### config.mk
export PLATFORM = sky130hd
export DESIGN_NAME = bus_arbiter
export DESIGN_NICKNAME = d
export VERILOG_FILES = /design/src/rtl/bus_arbiter.sv
export SDC_FILE = /design/constraint.sdc
export NUM_CORES = 1
export LEC_CHECK = 0
export CAP_MARGIN = 20
export CELL_PAD_IN_SITES_DETAIL_PLACEMENT = 1
export CELL_PAD_IN_SITES_GLOBAL_PLACEMENT = 2
export CORE_MARGIN = 2
export CORE_UTILIZATION = 29
export DETAILED_ROUTE_END_ITERATION = 12
export PLACE_DENSITY = 0.8
export SLEW_MARGIN = 20
export SYNTH_ARGS = -nofsm -noshare
export SYNTH_HDL_FRONTEND = slang
export SYNTH_SLANG_ARGS = --single-unit
### constraint.sdc
create_clock -name clk -period 2.21 [get_ports clk]
set_clock_uncertainty 0.2 [all_clocks]
set_input_delay 0.663 -clock clk [delete_from_list [all_inputs] [get_ports clk]]
set_output_delay 0.663 -clock clk [all_outputs]
set_load 0.005 [all_outputs]
### src/rtl/bus_arbiter.sv
// bus_arbiter: round-robin arbiter for a shared serial bus with one
// outstanding split transaction and a watchdog on every tenure.
module bus_arbiter #(
  parameter int NM      = 2,
  parameter int NS      = 3,
  parameter int TIMEOUT = 256,
  parameter int MW      = (NM > 1) ? $clog2(NM) : 1,
  parameter int SW      = (NS > 1) ? $clog2(NS) : 1
) (
  input  logic          clk,
  input  logic          reset,
  input  logic [NM-1:0] req,
  input  logic [NM-1:0] done,
  input  logic [NS-1:0] hold_in,
  output logic [NM-1:0] grant,
  output logic [MW-1:0] grant_id,
  output logic [NS-1:0] bus_avail,
  output logic          split_pending,
  output logic          timeout
);

  localparam int WW = $clog2(TIMEOUT) + 1;
  localparam logic [WW-1:0] WD_LAST = WW'(TIMEOUT - 1);
  localparam logic [WW-1:0] WD_MAX  = '1;

  typedef enum logic [1:0] {IDLE, OWN, RESUME} state_t;

  state_t        state_q, state_d;
  logic [NM-1:0] grant_q, grant_d;
  logic [MW-1:0] gid_q, gid_d;
  logic [NS-1:0] avail_q, avail_d;
  logic          split_pending_q, split_pending_d;
  logic          split_ready_q, split_ready_d;
  logic [MW-1:0] split_m_q, split_m_d;
  logic [SW-1:0] split_s_q, split_s_d;
  logic [MW-1:0] rr_last_q, rr_last_d;
  logic [WW-1:0] wdog_q, wdog_d;
  logic [NS-1:0] hold_q;
  logic          timeout_q, timeout_d;

  logic [NS-1:0] rise, fall;
  logic [NM-1:0] elig;
  logic [MW:0]   pick;
  logic [SW:0]   lo;
  logic [WW-1:0] wdog_inc;
  logic          expire;
  logic          rel;

  function automatic logic [MW:0] rr_pick(
    input logic [NM-1:0] el,
    input logic [MW-1:0] last
  );
    logic [MW:0]   r;
    logic [MW-1:0] ci;
    int            c;
    r = '0;
    for (int k = 1; k <= NM; k++) begin
      c  = (int'(last) + k) % NM;
      ci = MW'(c);
      if (!r[MW] && el[ci]) r = {1'b1, ci};
    end
    return r;
  endfunction

  function automatic logic [SW:0] low_pick(input logic [NS-1:0] v);
    logic [SW:0] r;
    r = '0;
    for (int s = NS - 1; s >= 0; s--)
      if (v[s]) r = {1'b1, SW'(s)};
    return r;
  endfunction

  always_comb begin
    rise = hold_in & ~hold_q;
    fall = hold_q & ~hold_in;
    elig = req;
    if (split_pending_q) elig[split_m_q] = 1'b0;
    pick = rr_pick(elig, rr_last_q);
    lo   = low_pick(rise);
    wdog_inc = (wdog_q == WD_MAX) ? wdog_q : wdog_q + WW'(1);
    expire   = (wdog_q >= WD_LAST);
  end

  always_comb begin
    state_d         = state_q;
    grant_d         = grant_q;
    gid_d           = gid_q;
    avail_d         = avail_q;
    split_pending_d = split_pending_q;
    split_ready_d   = split_ready_q;
    split_m_d       = split_m_q;
    split_s_d       = split_s_q;
    rr_last_d       = rr_last_q;
    wdog_d          = wdog_q;
    timeout_d       = 1'b0;
    rel             = 1'b0;

    // slave delay finished: resume becomes possible from any state
    if (split_pending_q && fall[split_s_q]) split_ready_d = 1'b1;

    unique case (state_q)
      IDLE: begin
        wdog_d = '0;
        if (split_ready_q) begin
          state_d = RESUME;
          grant_d = NM'(1) << split_m_q;
          gid_d   = split_m_q;
          avail_d = NS'(1) << split_s_q;
        end else if (pick[MW]) begin
          state_d   = OWN;
          grant_d   = NM'(1) << pick[MW-1:0];
          gid_d     = pick[MW-1:0];
          rr_last_d = pick[MW-1:0];
          avail_d   = '0;
        end
      end
      OWN: begin
        wdog_d = wdog_inc;
        if (done[gid_q]) begin
          rel = 1'b1;
        end else if (lo[SW] && !split_pending_q) begin
          split_pending_d = 1'b1;
          split_m_d       = gid_q;
          split_s_d       = lo[SW-1:0];
          rel             = 1'b1;
        end else if (lo[SW]) begin
          avail_d = avail_q | rise;
        end else if (expire) begin
          rel       = 1'b1;
          timeout_d = 1'b1;
        end
      end
      RESUME: begin
        wdog_d = wdog_inc;
        if (done[split_m_q] || expire) begin
          rel             = 1'b1;
          timeout_d       = !done[split_m_q];
          split_pending_d = 1'b0;
          split_ready_d   = 1'b0;
        end
      end
      default: state_d = IDLE;
    endcase

    if (rel) begin
      state_d = IDLE;
      grant_d = '0;
      gid_d   = '0;
      avail_d = '0;
      wdog_d  = '0;
    end
  end

  always_ff @(posedge clk) begin
    if (reset) begin
      state_q         <= IDLE;
      grant_q         <= '0;
      gid_q           <= '0;
      avail_q         <= '0;
      split_pending_q <= 1'b0;
      split_ready_q   <= 1'b0;
      split_m_q       <= '0;
      split_s_q       <= '0;
      rr_last_q       <= MW'(NM - 1);
      wdog_q          <= '0;
      hold_q          <= '0;
      timeout_q       <= 1'b0;
    end else begin
      state_q         <= state_d;
      grant_q         <= grant_d;
      gid_q           <= gid_d;
      avail_q         <= avail_d;
      split_pending_q <= split_pending_d;
      split_ready_q   <= split_ready_d;
      split_m_q       <= split_m_d;
      split_s_q       <= split_s_d;
      rr_last_q       <= rr_last_d;
      wdog_q          <= wdog_d;
      hold_q          <= hold_in;
      timeout_q       <= timeout_d;
    end
  end

  assign grant         = grant_q;
  assign grant_id      = gid_q;
  assign bus_avail     = avail_q;
  assign split_pending = split_pending_q;
  assign timeout       = timeout_q;

endmodule
==> impl_metrics.ini, run 1 <==
[outcome]
status = finished with violations
violations = negative setup slack

[timing]
setup_ws_ns = -0.0244
final.min_clock_period_ns = 2.23
holdWs_ns = 0.338
worst_pin_slew_ns = 0.381
rsz0062_at_grt = yes
fin_crit_sh = 1.01
slew_headroom = 0.746
max_freq_mhz = 448
hold_viol_final = 0
setup_violations = 2
drv_slew = 0

[logic_synthesis]
synthArstFlopShare = 0
synth_edf_count = 0
synth_cells = 176
synthesis.area_um2 = 1440
syn_nets = 191
ys.flop_type = dfxtp_1
syn_area_per_cell_um2 = 8.16
synthDistinctLibCells = 40
ys_seq_area_frac = 0.362
yosys_warnings = 0
ys_seq_elements = 26

[routing]
via_count = 1496
wl_per_cell_um = 16.7
drt_wl_total_um = 4870
firstDrtPassIters = 4
drc = 0
ant_nets = 0
vias_per_cell = 5.14
drt-initial-drc-count = 57

[cts]
hold_buffers = 0
cts.htree.levels = 1
cts_made_buffers = 3
path_clk_slew_ns = 0.10
cts_tree = yes
cts_buffer_depth = 2
clk_latency_ns = 0.28
cts_root_buf = clkbuf_8
cts_num_sinks = 26

[placement]
gp_congestion = 0.806
post-dp-hpwl_um = 3400
io_buffer_count = 16
placed_cells = 283

[critical_path]
start_kind = flop
critPathRequiredTime_ns = 2.21
endpoint_kind = flop
worst-path-max-fanout = 8
cp.arrival_ns = 2.23
crit_type = flop to flop

[power]
leakagePower_nw = 0.822
irDropWorstVdd_mv = 0.289
powerDensity_nw_per_um2 = 696

[cells_and_area]
nNetsFinal = 240
drive_gt1_frac = 0.330
final_cells = 291
area_delta_synth_final_pct = 48.4
antennaDiodeCount = 0
num-fill-cells = 572

[global_routing]
grt_pass1_wl_um = 8280
grt_pass1_vias = 1698
grt_max_degree = 19
grt_usage = 0.193
antenna_found_initial = 0
grt_overflow_total = 0

[worst_hold_path]
hold_path_class = flop to flop

[floorplanning]
rows = 25
dieArea_um2 = 5530
core_area_um2 = 4750
die_h_um = 74.4
ios = 17
initial_core_util = 0.302
die_width_um = 74.4

[job]
drv_cap = 0
==> state kept, by name (all words and copies together), names as in the netlist, 2 cells and up <==
signal	flops
state_q	2
bus_avail	3
split_s_q	2
hold_q	3
grant	2
wdog_q	9
==> routing by layer <==
metal / GRT usage / vias up / routed length (um)
met5: 0 / - / 0
met4: 0.0615 / 0 / 78
met3: 0.0271 / 9 / 117
met2: 0.339 / 28 / 2570
met1: 0.243 / 732 / 2100
li1: - / 727 / -
==> cells in the final DEF, fill, tap and decap left out, drive strengths merged <==
cell and count:
clkdlybuf4s50 11, o22ai 1, nor2b 6, nor3b 1, a22oi 2, nand4b 1
and3 3, o21a 1, o211ai 1, ha 6, nand2b 5, nor2 24
dlygate4sd2 5, a21oi 11, nand4 3, nand3 4, a32oi 1, or2 1
a31oi 8, nand2 13, xnor2 1, nor3 8, a21o 1, clkbuf 4
a21bo 2, o2111a 1, o2111ai 2, dfxtp 26, buf 36, o21ai 11
inv 10, mux2 1, a311oi 4, mux2i 5, a41o 1, a21boi 1
a221o 2
==> cell usage after synthesis (3+ instances only) <==
cell | number | area share
inv_1 | 10 | 0.026
mux2i_1 | 5 | 0.035
nor2b_1 | 6 | 0.026
a21oi_1 | 11 | 0.038
nor3_1 | 4 | 0.014
clkbuf_1 | 6 | 0.016
ha_1 | 6 | 0.052
dfxtp_1 | 26 | 0.36
nand3_1 | 4 | 0.014
nor2_1 | 24 | 0.063
o21ai_0 | 11 | 0.038
nor3_2 | 3 | 0.021
nand2_1 | 13 | 0.034
nand2b_1 | 3 | 0.013
nand4_1 | 3 | 0.013
and3_1 | 3 | 0.013
a31oi_1 | 8 | 0.035
a311oi_1 | 4 | 0.024
==> cell type report <==
cell class / instances / area (um2) / area share
Timing Repair Buffer: 52 / 428 / 0.201
Sequential cell: 26 / 524 / 0.246
Clock buffer: 4 / 55.1 / 0.0258
Multi-Input combinational cell: 132 / 1000 / 0.471
Tap cell: 67 / 83.8 / 0.0393
Inverter: 10 / 37.5 / 0.0176
==> power by group <==
part           switching, mW  leakage [nW]  internal [mW]
Combinational          0.327         0.580          0.275
Sequential            0.0341         0.213          0.518
Clock                  0.169        0.0288          0.160
==> worst paths after layout <==
path	from	end	slack, ns	cells past startpoint
min	state_q[1]	state_q[1]	0.34	2
min reg2reg	state_q[1]	state_q[1]	0.34	2
max reg2reg	wdog_q[0]	wdog_q[2]	-0.02	9
max	wdog_q[0]	wdog_q[2]	-0.02	9
==> critical path, cell delays in order (launching register included) <==
cell and delay, ns:
dfxtp_2 0.35, ha_4 0.17, nand3_4 0.09, nor2_4 0.05
ha_4 0.17, nor2_4 0.11, o21ai_2 0.09, o21a_1 0.22
a221o_4 0.44, a311oi_2 0.25
==> what timing repair did <==
| item | 4_1_cts | 5_1_grt |
|---|---|---|
| gates cloned | 1 | 0 |
| pin swaps | 9 | 11 |
| setup endpoints to repair | 17 | 16 |
| setup buffers | 3 | 0 |
| gates resized for setup | 30 | 7 |
==> stage by stage <==
stage,utilization,instance area [um2],power [mW],setup WS (ns),TNS [ns]
2_1_floorplan,-,1440,0.874,0.00982,0
3_3_place_gp,0.398,1890,1.07,-0.424,-6.79
3_5_place_dp,0.398,1890,1.09,-0.539,-8.90
4_1_cts,0.444,2110,1.47,-0.0504,-0.0699
5_1_grt,0.448,2130,1.57,-0.0971,-0.629
6_report,0.448,2130,1.48,-0.0244,-0.0364
==> logic make-up (layout without fill, tap and decap cells) <==
logic type / Yosys count / count (layout) / synth area share
xor+xnor: 1 / 1 / 0.00610
compound gates: 49 / 50 / 0.226
fa+ha+maj: 6 / 6 / 0.0523
buf+inv: 19 / 66 / 0.0575
flops: 26 / 26 / 0.362
simple gates: 69 / 69 / 0.250
mux: 6 / 6 / 0.0453
No activity file was read; power rests on OpenSTA's default activity.
==> run 2, diff against run 1 <==
CTS_CLUSTER_DIAMETER = 200   (was unset)
PLACE_DENSITY = unset   (was 0.8)
PLACE_DENSITY_LB_ADDON = 0.15   (was unset)
==> impl_metrics.ini, run 2 (synthesis results as in run 1) <==
[cts]
cts_root_buf = clkbuf_8
clk_latency_ns = 0.28
cts_tree = yes
cts.htree.levels = 1
path_clk_slew_ns = 0.10
hold_buffers = 0
cts_buffer_depth = 2
cts_num_sinks = 26
cts_made_buffers = 3

[cells_and_area]
antennaDiodeCount = 0
most-common-layout-cells = buf_4, dfxtp_1, nor2_1, nand2_1, clkdlybuf4s50_1
final_area_um2 = 2150
layout_commonest_cell = buf_4
area_delta_synth_final_pct = 49.7
drive_gt1_frac = 0.330
nNetsFinal = 237
largest_register_ffs = 9
top_register = wdog_q

[placement]
post-dp-hpwl_um = 3130
placed_area_um2 = 1860
gp_congestion = 0.778
io_buffer_count = 16

[outcome]
status = finished clean

[critical_path]
r2r-start = wdog_q[0]
slowest_stage = a221o_4
crit_end = wdog_q[2]
endpoint_kind = flop
crit_type = flop to flop
start_kind = flop
worst-path-max-fanout = 8
cp.depth = 9
cp-startpoint = wdog_q[0]
crit_buf_inv = 0
cp_top_family = compound AO/OA/AOI/OAI gates
critPathMaxStageDelay_ns = 0.44
reg2reg_slack_ns = 0.02
reg2reg_to = wdog_q[2]
critPathRequiredTime_ns = 2.20
cp.arrival_ns = 2.19
ff2ff_path_depth = 9
crit_path_cell_trace = ha_4 -> nand3_4 -> nor2_4 -> ha_4 -> nor2_4 -> o21ai_2 -> o21a_4 -> a221o_4 -> a311oi_2

[timing]
fin_crit_sh = 0.993
drv_slew = 0
setup_violations = 0
hold_viol_final = 0
rsz0062_at_grt = yes
max_freq_mhz = 456
worst_pin_slew_ns = 0.414
final.min_clock_period_ns = 2.19
holdWs_ns = 0.325
slew_headroom = 0.724
fin_tns_setup_ns = 0

[floorplanning]
die_width_um = 74.4
dieArea_um2 = 5530
ios = 17
core_area_um2 = 4750
initial_core_util = 0.302
rows = 25
die_h_um = 74.4

[global_routing]
grt_max_degree = 19
antenna_found_initial = 0
grt_overflow_total = 0
grt_usage = 0.181
grt_pass1_wl_um = 7530
grt_pass1_vias = 1591

[routing]
ant_nets = 0
firstDrtPassIters = 4
drt_wl_total_um = 4520
wl_per_cell_um = 15.7
vias_per_cell = 5.12
via_count = 1475
drc = 0
drt-initial-drc-count = 26

[worst_hold_path]
hold_path_class = flop to flop

[power]
leakagePower_nw = 0.819
powerDensity_nw_per_um2 = 725
p_total_mw = 1.56
irDropWorstVdd_mv = 0.256

[job]
drv_cap = 0
[run 2: routing by layer]
layer  part of all wire  track usage  vias to the layer above
met5                  0            0                        -
met2               0.50        0.314                       22
met1               0.45        0.217                      716
met3              0.025       0.0271                       10
li1                   -            -                      727
met4              0.024       0.0893                        0
[run 2: final cells by class]
class	instances	area (um2)
sequential	26	524
tap	67	83.8
clock buffer	3	41.3
fill	581	2600
timing repair buffer	49	409
clock inverter	1	30.0
inverter	10	37.5
multi-input combinational	132	1020
[run 2: worst reg2reg max path: cells and delay by family (launching register included)]
| family | cells | cell delay, ns |
|---|---|---|
| adders and majority gates | 2 | 0.33 |
| and+or+nand+nor | 3 | 0.23 |
| DFF | 1 | 0.35 |
| AOI/OAI and AO/OA | 4 | 0.99 |
[run 2: power by group]
| group | switching, mW | total, mW | internal (mW) |
|---|---|---|---|
| logic | 0.328 | 0.600 | 0.273 |
| clock network | 0.164 | 0.407 | 0.243 |
| registers | 0.0344 | 0.552 | 0.518 |
| total | 0.527 | 1.56 | 1.03 |
[run 2: repair_timing]
action / in CTS / in global routing
buffers inserted: 4 / 0
setup endpoints to repair: 16 / 11
pin swaps: 9 / 3
gates resized for setup: 28 / 13
gates cloned: 1 / 0
[run 2: how the worst min path moves through the flow]
stage          cells after the start  slack, ns          to  startpoint
4_1_cts                            2       0.33  state_q[1]  state_q[1]
3_5_place_dp                       2       0.31   rr_last_q   rr_last_q
3_3_place_gp                       2       0.30   rr_last_q   rr_last_q
5_1_grt                            2       0.36  state_q[1]  state_q[1]
2_1_floorplan                      1       0.25   wdog_q[7]   wdog_q[7]
6_report                           2       0.32  state_q[1]  state_q[1]
[run 2: metrics by stage]
step	setup WS, ns	utilization	std cells
final	0.0151	0.452	288
after global routing	-0.0499	0.452	288
after CTS	-0.0320	0.439	288
after detailed placement	-0.540	0.391	279
after global placement	-0.431	0.391	279
after floorplan	0.00982	-	176
